**config.mk**
```make
export PLATFORM = sky130hd
export DESIGN_NAME = regfile_writeback_queue
export DESIGN_NICKNAME = d
export VERILOG_FILES = /design/src/rtl/regwb_pkg.sv /design/src/rtl/regwb_lookup.sv /design/src/rtl/regfile_writeback_queue.sv
export SDC_FILE = /design/constraint.sdc
export NUM_CORES = 1
export LEC_CHECK = 0
export CAP_MARGIN = 20
export CORE_UTILIZATION = 25
export DETAILED_ROUTE_END_ITERATION = 10
export PLACE_DENSITY_LB_ADDON = 0.12
export SLEW_MARGIN = 5
export SYNTH_ARGS = -nofsm -noshare
export SYNTH_HDL_FRONTEND = slang
export SYNTH_SLANG_ARGS = --single-unit
```
**constraint.sdc**
```tcl
create_clock -name clk -period 8.2 [get_ports clk]
set_input_delay 1.23 -clock clk [delete_from_list [all_inputs] [get_ports clk]]
set_output_delay 1.23 -clock clk [all_outputs]
set_load 0.005 [all_outputs]
```
**src/rtl/regwb_pkg.sv**
```systemverilog
// -----------------------------------------------------------------------------
// regwb_pkg
// Shared types and constants for the register-file writeback queue.
//   ADDR_W      : register index width (32 architectural registers)
//   DATA_W      : writeback data width (matches the 64-bit register file)
//   wb_entry_t  : one pending writeback, destination index plus value
// -----------------------------------------------------------------------------
package regwb_pkg;

  localparam int ADDR_W = 5;
  localparam int DATA_W = 64;

  typedef struct packed {
    logic [ADDR_W-1:0] rd;
    logic [DATA_W-1:0] data;
  } wb_entry_t;

endpackage : regwb_pkg

```
**src/rtl/regwb_lookup.sv**
```systemverilog
// -----------------------------------------------------------------------------
// regwb_lookup
// Bypass match for the writeback queue: finds the youngest occupied entry
// whose destination register equals the requested index. Purely combinational.
// Only instantiated when the top is built with WB_BYPASS_EN.
//   entries_i : queue storage, indexed by physical slot
//   valid_i   : one bit per slot, 1 = slot currently occupied
//   wr_idx_i  : physical slot the next push will use (youngest is wr_idx_i-1)
//   reg_i     : register index being read by the operand stage
//   hit_o     : a queued write to reg_i is pending
//   data_o    : youngest queued value for reg_i, 0 when no hit
// -----------------------------------------------------------------------------
module regwb_lookup
  import regwb_pkg::*;
#(
  parameter int  DEPTH = 4,
  localparam int IDX_W = $clog2(DEPTH)
) (
  input  wb_entry_t         entries_i [DEPTH],
  input  logic [DEPTH-1:0]  valid_i,
  input  logic [IDX_W-1:0]  wr_idx_i,
  input  logic [ADDR_W-1:0] reg_i,
  output logic              hit_o,
  output logic [DATA_W-1:0] data_o
);

  // NOTE: every output of a combinational block is given a default before any
  // conditional assignment; a path that leaves one unassigned infers a latch.
  always_comb begin : match
    logic [IDX_W-1:0] idx;
    hit_o  = 1'b0;
    data_o = '0;
    idx    = '0;
    // Walk from the youngest slot towards the oldest; the first match wins so
    // a later write to the same register shadows earlier ones.
    for (int k = 0; k < DEPTH; k++) begin
      idx = wr_idx_i - IDX_W'(k + 1);
      if (!hit_o && valid_i[idx] && (entries_i[idx].rd == reg_i)) begin
        hit_o  = 1'b1;
        data_o = entries_i[idx].data;
      end
    end
  end

endmodule : regwb_lookup

```
**src/rtl/regfile_writeback_queue.sv**
```systemverilog
// -----------------------------------------------------------------------------
// regfile_writeback_queue
// Buffers destination-register writebacks from execute/memory producers and
// drains them in strict order, one per cycle, onto the register-file write
// port. Optional bypass lookup (build macro WB_BYPASS_EN) lets operand reads
// see values still waiting in the queue.
//
// Ports
//   clk, reset           rising-edge clock, synchronous active-high reset
//   push_valid/ready     producer handshake; ready = !full (registered only)
//   push_reg, push_data  destination register and value to queue
//   drain_en             register-file write port is free this cycle
//   wb_en/wb_reg/wb_data regWrite / writeRegister / writeData (head entry)
//   count                number of occupied entries
//   lk_reg1/2            bypass lookup indices          (WB_BYPASS_EN only)
//   lk_hit1/2, lk_data1/2 pending-write hit and youngest value (WB_BYPASS_EN)
// -----------------------------------------------------------------------------
module regfile_writeback_queue
  import regwb_pkg::wb_entry_t;
#(
  parameter int  DEPTH  = 4,
  parameter int  DATA_W = regwb_pkg::DATA_W,
  parameter int  ADDR_W = regwb_pkg::ADDR_W,
  localparam int PTR_W  = $clog2(DEPTH) + 1,
  localparam int IDX_W  = PTR_W - 1
) (
  input  logic              clk,
  input  logic              reset,
  input  logic              push_valid,
  output logic              push_ready,
  input  logic [ADDR_W-1:0] push_reg,
  input  logic [DATA_W-1:0] push_data,
  input  logic              drain_en,
  output logic              wb_en,
  output logic [ADDR_W-1:0] wb_reg,
  output logic [DATA_W-1:0] wb_data,
  output logic [PTR_W-1:0]  count
`ifdef WB_BYPASS_EN
  ,
  input  logic [ADDR_W-1:0] lk_reg1,
  input  logic [ADDR_W-1:0] lk_reg2,
  output logic              lk_hit1,
  output logic              lk_hit2,
  output logic [DATA_W-1:0] lk_data1,
  output logic [DATA_W-1:0] lk_data2
`endif
);

  // Entry storage is the shared packed struct, so the widths must agree.
  if (DEPTH < 2 || (DEPTH & (DEPTH - 1)) != 0) begin : g_depth_chk
    $error("DEPTH must be a power of two and at least 2");
  end
  if (DATA_W != regwb_pkg::DATA_W || ADDR_W != regwb_pkg::ADDR_W) begin : g_width_chk
    $error("DATA_W/ADDR_W must match regwb_pkg");
  end

  logic [PTR_W-1:0] rd_ptr_q, rd_ptr_d;
  logic [PTR_W-1:0] wr_ptr_q, wr_ptr_d;
  wb_entry_t        mem_q [DEPTH];
  wb_entry_t        head;
  logic             empty, full, push_fire, pop_fire;

  // Pointers carry one extra wrap bit so full and empty are distinguishable.
  assign empty = (rd_ptr_q == wr_ptr_q);
  assign full  = (rd_ptr_q[PTR_W-1] != wr_ptr_q[PTR_W-1]) &&
                 (rd_ptr_q[IDX_W-1:0] == wr_ptr_q[IDX_W-1:0]);

  // Ready looks at registered state only: a same-cycle drain never lets a
  // push into a full queue, which keeps ready off the drain_en timing path.
  assign push_ready = !full;
  assign push_fire  = push_valid && push_ready;
  assign wb_en      = !empty && drain_en;
  assign pop_fire   = wb_en;

  assign head    = mem_q[rd_ptr_q[IDX_W-1:0]];
  assign wb_reg  = empty ? '0 : head.rd;
  assign wb_data = empty ? '0 : head.data;
  assign count   = wr_ptr_q - rd_ptr_q;

  always_comb begin
    rd_ptr_d = rd_ptr_q;
    wr_ptr_d = wr_ptr_q;
    if (pop_fire)  rd_ptr_d = rd_ptr_q + PTR_W'(1);
    if (push_fire) wr_ptr_d = wr_ptr_q + PTR_W'(1);
  end

  // NOTE: sequential state is updated with non-blocking assignments so every
  // register samples its inputs from before the edge, independent of order.
  always_ff @(posedge clk) begin
    if (reset) begin
      rd_ptr_q <= '0;
      wr_ptr_q <= '0;
    end else begin
      rd_ptr_q <= rd_ptr_d;
      wr_ptr_q <= wr_ptr_d;
    end
  end

  // NOTE: the entry array has no reset; occupancy is defined by the pointers
  // alone, and every read of a slot is qualified by it, so stale contents are
  // never observable. Leaving the array unreset lets it map onto plain flops
  // or RAM without a reset network.
  always_ff @(posedge clk) begin
    if (push_fire) begin
      mem_q[wr_ptr_q[IDX_W-1:0]] <= '{rd: push_reg, data: push_data};
    end
  end

`ifdef WB_BYPASS_EN
  logic [DEPTH-1:0] slot_valid;

  // Slot i is occupied when its distance from the head is below the count.
  always_comb begin
    slot_valid = '0;
    for (int i = 0; i < DEPTH; i++) begin
      slot_valid[i] = ({1'b0, IDX_W'(i) - rd_ptr_q[IDX_W-1:0]} < count);
    end
  end

  regwb_lookup #(.DEPTH(DEPTH)) u_lookup1 (
    .entries_i (mem_q),
    .valid_i   (slot_valid),
    .wr_idx_i  (wr_ptr_q[IDX_W-1:0]),
    .reg_i     (lk_reg1),
    .hit_o     (lk_hit1),
    .data_o    (lk_data1)
  );

  regwb_lookup #(.DEPTH(DEPTH)) u_lookup2 (
    .entries_i (mem_q),
    .valid_i   (slot_valid),
    .wr_idx_i  (wr_ptr_q[IDX_W-1:0]),
    .reg_i     (lk_reg2),
    .hit_o     (lk_hit2),
    .data_o    (lk_data2)
  );
`endif

endmodule : regfile_writeback_queue

```
# [Word-level counts from Yosys, hierarchy flattened]
# Memories as Yosys holds them, arrays and structs flattened. A register that Yosys moved wholly into a read port is not among the register bits.
# Cells that the tools add are included.
[op_classes] addsub=3 n_eq_ne=3 muxes=6 n_reduce_logical=5
[ops] cell="2-to-1 mux 64 bit" count=1
[ops] cell="adder 3 x 1 -> 3 bit, second input constant" count=2
[ops] cell="2-to-1 mux 5 bit" count=1
[ops] cell="2-to-1 mux 2 bit" count=2
[ops] cell="equality test 3 bit" count=1
[ops] cell="logical AND 1 bit" count=3
[ops] cell="subtractor 3 bit" count=1
[ops] cell="equality test 2 bit" count=1
[ops] cell="zero test 1 bit" count=2
[ops] cell="2-to-1 mux 1 bit" count=2
[ops] cell="inequality test 1 bit" count=1
[word_totals] register_bits=6 ram_bits=276 in_bits=73 output_inout_bits=74 memories=1
[mem_list] name="mem_q" words=4 word_bits=69 rd=1 rd_ports_with_merged_regs=1 wr=1 line_no="regfile_writeback_queue.sv:59" text="wb_entry_t mem_q [DEPTH];"

# [Longest topological paths before layout]
[logic_depth] depth_word=6 depth_mapped=6

# [Least setup slack after synthesis]
# No wires, ideal clock.
[synth_timing] kind="input port to flip-flop" startpoint="input port push_valid" endpoint="memory mem_q[0][0] in the netlist's numbering (enable)" setup_ns=0.435 arrival_time_ns=2.995 t_required_ns=7.765 path_slack_ns=4.771 path_stages=2 path_buffers=0 path_cell_list="o21a_1 and2_1"
[synth_via] elab_chain_len=3
[synth_rtl] item="start: declaration" line_no="regfile_writeback_queue.sv:29" text="input logic push_valid,"
[synth_rtl] item="logical AND 1 bit" line_no="regfile_writeback_queue.sv:71" text="assign push_fire = push_valid && push_ready;"
[synth_rtl] item="2-to-1 mux 1 bit" line_no="regfile_writeback_queue.sv:104" text="if (push_fire) begin"
[synth_rtl] item="2-to-1 mux 1 bit (implied by the code)" line_no="regfile_writeback_queue.sv:105" text="mem_q[wr_ptr_q[IDX_W-1:0]] <= '{rd: push_reg, data: push_data};"
[synth_rtl] item="end: declaration" line_no="regfile_writeback_queue.sv:59"
# Every way passes these cells.

# [Final worst setup path]
[layout_timing] startpoint="register wr_ptr_q[0]" endpoint="output port wb_data[0]"
[layout_via] elab_chain_len=2
[layout_rtl] item="start: declaration" line_no="regfile_writeback_queue.sv:58" text="logic [PTR_W-1:0] wr_ptr_q, wr_ptr_d;"
[layout_rtl] item="start signal: assignment" line_no="regfile_writeback_queue.sv:95" text="wr_ptr_q <= wr_ptr_d;"
[layout_rtl] item="equality test 3 bit" line_no="regfile_writeback_queue.sv:64" text="assign empty = (rd_ptr_q == wr_ptr_q);"
[layout_rtl] item="2-to-1 mux 64 bit" line_no="regfile_writeback_queue.sv:77" text="assign wb_data = empty ? '0 : head.data;"
[layout_rtl] item="end: declaration" line_no="regfile_writeback_queue.sv:36" text="output logic [DATA_W-1:0] wb_data,"
# Every way passes these cells.

==> flow_summary.toml <==
[timing]
fin_crit_sh_pct = 60.9
fmax_mhz = 200
tns_ps = 0
finalHoldViolations = 0
rsz0062_at_grt = "false"
fin_crit_ps = 4990
slew_viol_final = 0
tightest_slew_ps = 797
relSlewSlack_pct = 46.9
finalSetupViolations = 0
fin_worst_skew_ps = 10.1

[clock_network]
cts_buffer_depth = 3
cts.clk_slew.worst_paths_ps = 60
worstSkewPairLatency_ps = 560
cts_root_buf = "clkbuf_16"
tritoncts = "done"
cts_hold_buf = 0
cts_resized = 0
numCtsBuffers = 31
post_cts_buffers = 0
htreeDepth = 1
cts_sinks = 284

[layout]
area_growth_pct = 27.0
layout.nets = 746
regArea_um2 = 8460
drive_above_1_share_pct = 18.5
num-fill-cells = 4122
n_antenna_cell = 0
fin_area_um2 = 14000
multi_input_area_um2 = 2410

[grt]
grt_pass1_vias = 5938
gr-usage-met3_pct = 2.11
busiest_layer = "met2"
use_met1_pct = 14.4
antenna_found_initial = 2
grt_pass1_wl_um = 37300
grtUsageTotal_pct = 11.2
grt_max_degree = 39
grtUsageMet2_pct = 18.9
overflow = 0

[drt]
viasPerCell = 4.18
drcViolationCount = 0
antenna_left = 0
wl_per_cell_um = 19.6
vias = 5316
drtPass1Iterations = 4
drt-initial-drc-count = 253
routed_wl_um = 25000

[setup_path]
cp-end-kind = "primary output"
critPathArrivalTime_ps = 3760
crit_required_ps = 6970
critPathMaxFanout = 38
worstSetupPathType = "reg2out"
critPathLaunchType = "flop"

[synth]
synthTopCellsByCount = "edfxtp_1, nor2b_1, mux4_2"
avgSynthCellArea_um2 = 21.8
ys_ff_latch = 284
synth_area_leaders = "edfxtp_1, mux4_2, nor2b_1"
synth_cell_types = 34
synth.net_count = 587
ys_seq_area_share_pct = 76.5
synth_edf_count = 276
synthArstFlopShare_pct = 0
synth_top_area_cell = "edfxtp_1"
syn-cell-area_um2 = 11000
synth_most_common_cell = "edfxtp_1"
synth_top_cell_area_share_pct = 75.1
syn_inst = 506
synth_flop_cell = "edfxtp_1"
ys.warnings.count = 0

[power_and_ir_drop]
power_frac_seq_pct = 39.2
power_frac_comb_pct = 36.5
swShare_pct = 29.7
p_per_area_nw_per_um2 = 360
power_frac_clock_pct = 24.3
p_int_mw = 3.55
ir_drop_mv = 0.210
switchingPower_mw = 1.50
power.leakage_nw = 4.33

[placed_design]
hpwlAfterDp_um = 14300
portBuffers = 146
placed_area_um2 = 13100
place.gp.congestion = 0.669

[hold_path]
hold_class = "reg2reg"

[floorplan]
initial_core_util_pct = 25.5
fp.coreArea_um2 = 43300
fp.dieW_um = 212
std_cell_rows = 76
dieArea_um2 = 45000
die_h_um = 212
ioPinCount = 147

[flow_run]
drv_cap = 0

[outcome]
status = "finished clean"
placed cells by master (no fill, tap or decap), drive strengths merged, types with 6 or more instances in the layout:
cell type        n
nor2b           71
inv              6
ha               7
buf              7
dfxtp            8
edfxtp         276
clkdlybuf4s50  146
mux4            69
clkbuf          39
nand2            6
clkinv          15
power groups by stage:
stage	sequential [mW]	clock [mW]	combinational, mW
floorplan	1.94	0	0.930
global placement	2.01	0	1.90
detailed placement	2.02	0	1.90
CTS	1.99	1.27	1.92
global route	2.01	1.32	2.01
finish	1.98	1.22	1.84
state kept, by name, indices dropped and copies added (netlist names), named ones only:
signal and count:
mem_q 276, rd_ptr_q 3, wr_ptr_q 3
stage by stage:
step                setup WS, ps  hold slack, ps  std cells  power [mW]  util, %
global placement            3890             536       1217        3.91     30.4
finish                      3210             557       1272        5.04     32.4
floorplan                   4770             507        506        2.87        -
global route                2990             603       1272        5.34     32.4
detailed placement          3780             547       1217        3.92     30.4
CTS                         3150             558       1272        5.17     32.4
cell type report:
cell class / instances / share of cell area (%)
sequential: 284 / 60.3
tap: 585 / 5.22
multi-input combinational: 189 / 17.2
inverter: 6 / 0.161
clock inverter: 16 / 0.536
timing repair buffer: 153 / 10.8
clock buffer: 39 / 5.75
metal layers:
metal  wire length (µm)  vias to the layer above
met3               1080                       42
met1              10900                     2789
li1                   -                     2378
met2              12400                      105
met4                553                        2
met5                 13                        -
worst max-delay path, stage by stage, from the launching register on:
cell	delay [ps]
dfxtp_1	430
inv_1	120
ha_1	370
nand2_1	290
and2b_4	710
buf_4	520
nor2b_1	170
clkdlybuf4s50_1	500
cell families (layout without fill, tap and decap cells):
logic type	after synthesis	after routing	share of synthesized area [%]
AO/OA/AOI/OAI	10	10	0.692
XOR/XNOR	2	2	0.227
adder cells (fa/ha/maj)	8	8	0.975
buffers and inverters	33	214	1.76
flip-flops	284	284	76.5
multiplexers	69	69	14.1
AND/OR/NAND/NOR	100	100	5.74
worst paths after layout:
check	from	to	slack [ps]	cells past startpoint
setup / recovery	wr_ptr_q[0]$_SDFFE_PP0P_	wb_data[0]	3210	7
hold / removal	wr_ptr_q[2]$_SDFFE_PP0P_	wr_ptr_q[2]$_SDFFE_PP0P_	560	2
setup reg to reg	wr_ptr_q[0]$_SDFFE_PP0P_	mem_q[0][58]$_DFFE_PP_	5060	6
hold reg to reg	wr_ptr_q[2]$_SDFFE_PP0P_	wr_ptr_q[2]$_SDFFE_PP0P_	560	2
Note: power is estimated with default switching activity, not from simulation.
